**config.mk**
```make
export PLATFORM = sky130hd
export DESIGN_NAME = acc_bank
export DESIGN_NICKNAME = d
export VERILOG_FILES = /design/src/rtl/acc_bank_pkg.sv /design/src/rtl/acc_lane.sv /design/src/rtl/acc_bank.sv
export SDC_FILE = /design/constraint.sdc
export NUM_CORES = 2
export LEC_CHECK = 0
export BUFFER_PORTS_ARGS = -buffer_cell sky130_fd_sc_hd__buf_2
export CAP_MARGIN = 20
export CORE_UTILIZATION = 37
export DETAILED_ROUTE_END_ITERATION = 7
export PLACE_DENSITY_LB_ADDON = 0.15
export SYNTH_ARGS = -nofsm -noshare
export SYNTH_HDL_FRONTEND = slang
export SYNTH_SLANG_ARGS = --single-unit
```
**constraint.sdc**
```tcl
create_clock -name clk -period 6 [get_ports clk]
set_input_delay 0.9 -clock clk [delete_from_list [all_inputs] [get_ports clk]]
set_output_delay 0.9 -clock clk [all_outputs]
set_load 0.01 [all_outputs]
```
**src/rtl/acc_bank_pkg.sv**
```systemverilog
// rtl/acc_bank_pkg.sv - shared types and default sizes for the accumulator bank
//
// Purpose : FSM state type and default parameter values used by acc_bank
//           and acc_lane.
// Contents: SHIFT_W_DEF, ACC_W_DEF, CHANNELS_DEF, state_e {IDLE, SHIFT}.
package acc_bank_pkg;

  localparam int unsigned SHIFT_W_DEF  = 32;
  localparam int unsigned ACC_W_DEF    = 128;
  localparam int unsigned CHANNELS_DEF = 4;

  typedef enum logic {
    IDLE  = 1'b0,
    SHIFT = 1'b1
  } state_e;

endpackage

```
**src/rtl/acc_lane.sv**
```systemverilog
// rtl/acc_lane.sv - one accumulator channel with sticky overflow
//
// Purpose : Holds one channel's accumulator. A clear zeroes the accumulator
//           and overflow flag. A commit adds the zero-extended frame value.
//           When both occur on the same edge, the clear is applied first, so
//           the result equals the frame value.
// Config  : ACC_BANK_SAT_EN defined   -> an overflowing add saturates to all-ones.
//           ACC_BANK_SAT_EN undefined -> an overflowing add wraps modulo 2^ACC_W.
//           In both cases ovf is set.
// Ports   : clk, rst       clock and synchronous active-high reset
//           clr_i          clear this lane at the next edge
//           add_en_i       commit add_val_i into this lane at the next edge
//           add_val_i      frame value (SHIFT_W bits)
//           acc_o          accumulator value
//           ovf_o          sticky overflow flag
module acc_lane import acc_bank_pkg::*; #(
  parameter int unsigned SHIFT_W = SHIFT_W_DEF,
  parameter int unsigned ACC_W   = ACC_W_DEF
) (
  input  logic               clk,
  input  logic               rst,
  input  logic               clr_i,
  input  logic               add_en_i,
  input  logic [SHIFT_W-1:0] add_val_i,
  output logic [ACC_W-1:0]   acc_o,
  output logic               ovf_o
);

  logic [ACC_W-1:0] acc_q, acc_d;
  logic             ovf_q, ovf_d;
  logic [ACC_W-1:0] base;
  logic             base_ovf;
  logic [ACC_W:0]   sum;

  always_comb begin
    // Clear is applied before the add, so a clear and a commit on the same
    // edge leave exactly the committed frame value.
    base     = clr_i ? '0 : acc_q;
    base_ovf = clr_i ? 1'b0 : ovf_q;
    sum      = {1'b0, base} + {{(ACC_W - SHIFT_W + 1){1'b0}}, add_val_i};
    acc_d    = base;
    ovf_d    = base_ovf;
    if (add_en_i) begin
      if (sum[ACC_W]) begin
        ovf_d = 1'b1;
`ifdef ACC_BANK_SAT_EN
        acc_d = '1;
`else
        acc_d = sum[ACC_W-1:0];
`endif
      end else begin
        acc_d = sum[ACC_W-1:0];
      end
    end
  end

  always_ff @(posedge clk) begin
    if (rst) begin
      acc_q <= '0;
      ovf_q <= 1'b0;
    end else begin
      acc_q <= acc_d;
      ovf_q <= ovf_d;
    end
  end

  assign acc_o = acc_q;
  assign ovf_o = ovf_q;

endmodule

```
**src/rtl/acc_bank.sv**
```systemverilog
// rtl/acc_bank.sv - serial-frame accumulator bank with per-channel readout
//
// Purpose : Serial bits, MSB first, are shifted in while add is high. The
//           falling edge of add commits the frame into the channel that was
//           latched on the first bit. The bank holds CHANNELS lanes, and one
//           byte of one lane is read out through a register.
// Config  : ACC_BANK_SAT_EN selects saturate-on-overflow. The default is wrap.
// Ports   : clk, rst   clock and synchronous active-high reset
//           rx, add    serial data bit and frame-valid
//           ch         target channel, sampled on the first frame bit
//           clr        clear request for channel clr_ch
//           rd_ch, sel readout channel and byte index (0 = LSB byte)
//           data       registered readout byte (one-cycle latency)
//           busy       high while a frame is being shifted
//           ovf        sticky per-channel overflow flags
module acc_bank import acc_bank_pkg::*; #(
  parameter int unsigned SHIFT_W  = SHIFT_W_DEF,
  parameter int unsigned ACC_W    = ACC_W_DEF,
  parameter int unsigned CHANNELS = CHANNELS_DEF,
  localparam int unsigned CH_W    = $clog2(CHANNELS),
  localparam int unsigned SEL_W   = $clog2(ACC_W / 8)
) (
  input  logic                clk,
  input  logic                rst,
  input  logic                rx,
  input  logic                add,
  input  logic [CH_W-1:0]     ch,
  input  logic                clr,
  input  logic [CH_W-1:0]     clr_ch,
  input  logic [CH_W-1:0]     rd_ch,
  input  logic [SEL_W-1:0]    sel,
  output logic [7:0]          data,
  output logic                busy,
  output logic [CHANNELS-1:0] ovf
);

  state_e             state_q, state_d;
  logic [SHIFT_W-1:0] shift_q, shift_d;
  logic [CH_W-1:0]    cur_ch_q, cur_ch_d;
  logic [7:0]         data_q, data_d;
  logic               commit;
  logic [ACC_W-1:0]   acc [CHANNELS];
  logic [ACC_W-1:0]   rd_word;

  // FSM state register
  always_ff @(posedge clk) begin
    if (rst) begin
      state_q <= IDLE;
    end else begin
      state_q <= state_d;
    end
  end

  // FSM next state
  always_comb begin
    state_d = state_q;
    case (state_q)
      IDLE:    if (add)  state_d = SHIFT;
      SHIFT:   if (!add) state_d = IDLE;
      default: state_d = IDLE;
    endcase
  end

  // FSM outputs: a commit is the edge where add is seen low while shifting
  always_comb begin
    busy   = (state_q == SHIFT);
    commit = (state_q == SHIFT) && !add;
  end

  // Shift register and channel latch. The shift register is zero in IDLE,
  // so the first bit needs no special truncation.
  always_comb begin
    shift_d  = shift_q;
    cur_ch_d = cur_ch_q;
    if (add) begin
      shift_d = {shift_q[SHIFT_W-2:0], rx};
      if (state_q == IDLE) begin
        cur_ch_d = ch;
      end
    end else if (state_q == SHIFT) begin
      shift_d = '0;
    end
  end

  // Readout byte. The zero guard covers byte indices that lie past the top
  // of the accumulator.
  assign rd_word = acc[rd_ch];

  always_comb begin
    data_d = 8'h00;
    if (32'(sel) < (ACC_W / 8)) begin
      data_d = rd_word[8*sel +: 8];
    end
  end

  always_ff @(posedge clk) begin
    if (rst) begin
      shift_q  <= '0;
      cur_ch_q <= '0;
      data_q   <= '0;
    end else begin
      shift_q  <= shift_d;
      cur_ch_q <= cur_ch_d;
      data_q   <= data_d;
    end
  end

  assign data = data_q;

  for (genvar g = 0; g < CHANNELS; g++) begin : g_lane
    acc_lane #(
      .SHIFT_W (SHIFT_W),
      .ACC_W   (ACC_W)
    ) u_lane (
      .clk       (clk),
      .rst       (rst),
      .clr_i     (clr && (clr_ch == CH_W'(g))),
      .add_en_i  (commit && (cur_ch_q == CH_W'(g))),
      .add_val_i (shift_q),
      .acc_o     (acc[g]),
      .ovf_o     (ovf[g])
    );
  end

endmodule

```
==> results.md <==
* GP Congestion at slightly below 1
* RR Endpoint: g_lane[2].u_lane.acc_o[121]
* Total Routed Length at 162.9 mm
* Final Hold Fails at 0
* Final Cycle Share at 0.7853
* Most numerous cell in the Yosys netlist: nand2_1
* CP startpoint kind: primary input
* HPWL Detailed at between 100 and 150 mm
* Nets at approximately 5000
* Cells after Synth at ~5000
* Crit path DAT at 5.30 ns
* Grt total ovfl at 0
* Top cells by count, synth: nand2_1, nor2_1, dfxtp_1, a21oi_1, xnor2_1
* Crit-path slowest cell: or4b_2
* Number of stages on the worst hold path at 1
* CP max stage delay at between 0.6 and 0.7 ns
* PortBufs at 27
* Die Area at around 110000 µm²
* Layout area overhead at 10.69%
* Vias in the first global route at about 35000
* Max transition margin at 0.2366
* Initial antenna violation count at 22
* Cell total after placement at between 6000 and 7000
* CTS clk-pin slew, worst paths at about 0.06 ns
* Setup crit end kind: flip-flop
* Hold Crit Start: g_lane[2].u_lane.ovf_o
* Remaining antenna violation count after routing at 0
* Worst VDD drop at 0.1812 mV
* DP Worst Slack at between 0.6 and 0.7 ns
* Sequential fraction of the synthesis area at 0.2856
* Worst Path Required at about 6.6 ns
* GRT Util Overall at 0.2978
* Max cap viols at 0
* Reg2Reg Setup Slack at 1.80 ns
* Leakage at approximately 15 nW
* Sink Count at around 560
* Core area at between 100000 and 150000 µm²
* Crit path cell chain: buf_2, nand3_4, and2_1, ha_1, o21ai_0, a21boi_0, nor2_1, nor4_1, o31ai_1, a2111oi_2, buf_4, nand2_1, buf_4, or4b_2, a21oi_1
* Clock skew at between 0.03 and 0.04 ns
* RSZ-0062 raised after global routing: no
* Warnings, synthesis at 0
* Number of flops mapped to enable cells by yosys at 0
* Hold Crit Endpoint: g_lane[2].u_lane.ovf_o
* Top cell type by total area after synthesis: dfxtp_1
* Final setup violating endpoints at 0
* Crit path top cell by count: buf_4
* Hold Slack at 0.4600 ns
* Asr flop ratio synth at 0
* Final Instance Area at about 43000 µm²
* Post-synth top flop: dfxtp_1
* CTS Buf Count at ~70
* Row count at approximately 120
* Setup Buffers After CTS at 0
* Crit Path Class: in2reg
* Htree depth at 3
* Drt pass-1 iters at 8
* Cells on worst reg2reg path at 10
* CTS tree: built
* Drt wl/cell at ~26 µm
* Post-CTS Resized at 0
* TNS Setup at 0 ns
* Share of the synthesized area in the top cell type at 0.2856
* First-pass GRT wire length at approximately 240 mm
* Initial Util at 0.3727
* Fin crit period at between 4 and 5 ns
* Highest net fanout along the worst path at 39
* Area of the mapped netlist at 39180 µm²
* Final setup margin at roughly 1.3 ns
* R2r startpoint: shift_q[31]
* Status: completed
* Register bit count reported by yosys at 559
* Hold WC Path Type: reg2reg
* Fraction of layout instances using a drive strength above 1 at 0.1002
* Mean Syn Cell Area at 7.985 µm²
* Syn Nets at approximately 5100
* Largest cells by area after synthesis: dfxtp_1, mux4_2, nand2_1
* Max Slew Vio Count at 0
* Post-route insts no fill at 6303
* Die Wd at about 330 µm
* Clk root buf: clkbuf_16
* Worst slew pin tran at around 1.1 ns
* Count of distinct cell types in the synthesized netlist at 85
* IO Pins at 28
* Via count at around 38000
* DRC violations left at 0
* Clock Latency Late Sink at roughly 0.67 ns
* Chip Height at approximately 330 µm
* Pwr dens at ~190 nW/µm²
* Vias per cell at 6.056
* Largest net degree at the start of global routing at between 100 and 150
* CTS Buffer Depth at 3
* Fill cells at around 11000
* Initial drt markers at 4698
* Post-Place Cell Area at 41010 µm²
* FMAX at about 0.21 GHz
* Hold buffers post-CTS at 0
how the worst max path moves through the flow:
stage,from,end,slack [ns],cells past startpoint
after global routing,clr_ch[0],g_lane[3].u_lane.acc_o[124],1.06,15
after floorplan,clr,g_lane[0].u_lane.acc_o[125],0.34,20
after CTS,clr_ch[0],g_lane[3].u_lane.acc_o[124],1.34,15
after global placement,clr_ch[0],g_lane[3].u_lane.acc_o[124],0.66,15
after detailed placement,clr_ch[0],g_lane[3].u_lane.acc_o[124],0.65,15
final,clr_ch[0],g_lane[3].u_lane.acc_o[124],1.29,15
through the flow:
step                        util  total power, mW
after floorplan                -            4.020
after global placement    0.3901            4.123
after detailed placement  0.3901            4.123
after CTS                 0.4122            8.525
after global routing      0.4123            8.679
final                     0.4126            8.453
flip-flops by register name, summed over array words and instances (netlist names):
name                 count
g_lane.u_lane.ovf_o      4
cur_ch_q                 2
g_lane.u_lane.acc_o    512
shift_q                 32
data                     8
busy                     1
cell type report:
class	count	area, µm²	share of cell area
diodes	10	25.02	0.0005770
multi-input cells	4010	26750	0.6169
inverters	70	262.8	0.006058
clock inverters	25	260.3	0.006001
clock buffers	100	2059	0.04749
repair buffers	138	1077	0.02484
well taps	1391	1740	0.04013
flip-flops and latches	559	11190	0.2581
kinds of logic after synthesis:
family          synth area share
xor+xnor                 0.09433
mux                      0.09957
buf+inv                  0.03321
fa+ha+maj                0.04292
compound gates            0.1337
simple gates              0.3106
flops                     0.2856
routing by layer:
| layer | GRT usage | up-vias | routed length [µm] |
|---|---|---|---|
| met2 | 0.3895 | 1890 | 61880 |
| li1 | - | 17650 | - |
| met5 | 0 | - | 93 |
| met1 | 0.4680 | 18390 | 77650 |
| met4 | 0.08594 | 14 | 4337 |
| met3 | 0.07170 | 223 | 18980 |
where the power goes:
group	total (mW)	leakage (nW)	internal, mW	switching, mW
Combinational	0.317	9.39	0.0836	0.233
Clock	4.41	1.14	2.54	1.87
Sequential	3.73	4.50	3.72	0.0114
placed cells by master, fill, tap and decap left out, types with 128 or more instances in the layout:
cell,Yosys,final
xor2_1,170,170
nand4_1,187,187
a21oi_1,317,317
ha_1,128,128
mux4_2,168,168
and2_1,170,170
dfxtp_1,559,558
nand2_1,689,689
nor2_1,604,604
nand3_1,247,246
xnor2_1,252,252
nor3_1,138,138
worst max-delay path: cells and delay by family:
kind	cells	cell delay, ns
simple gates	6	2.10
compound gates	5	1.27
fa+ha+maj	1	0.40
buf+inv	3	0.57
Power figures use the tool's default switching activity.
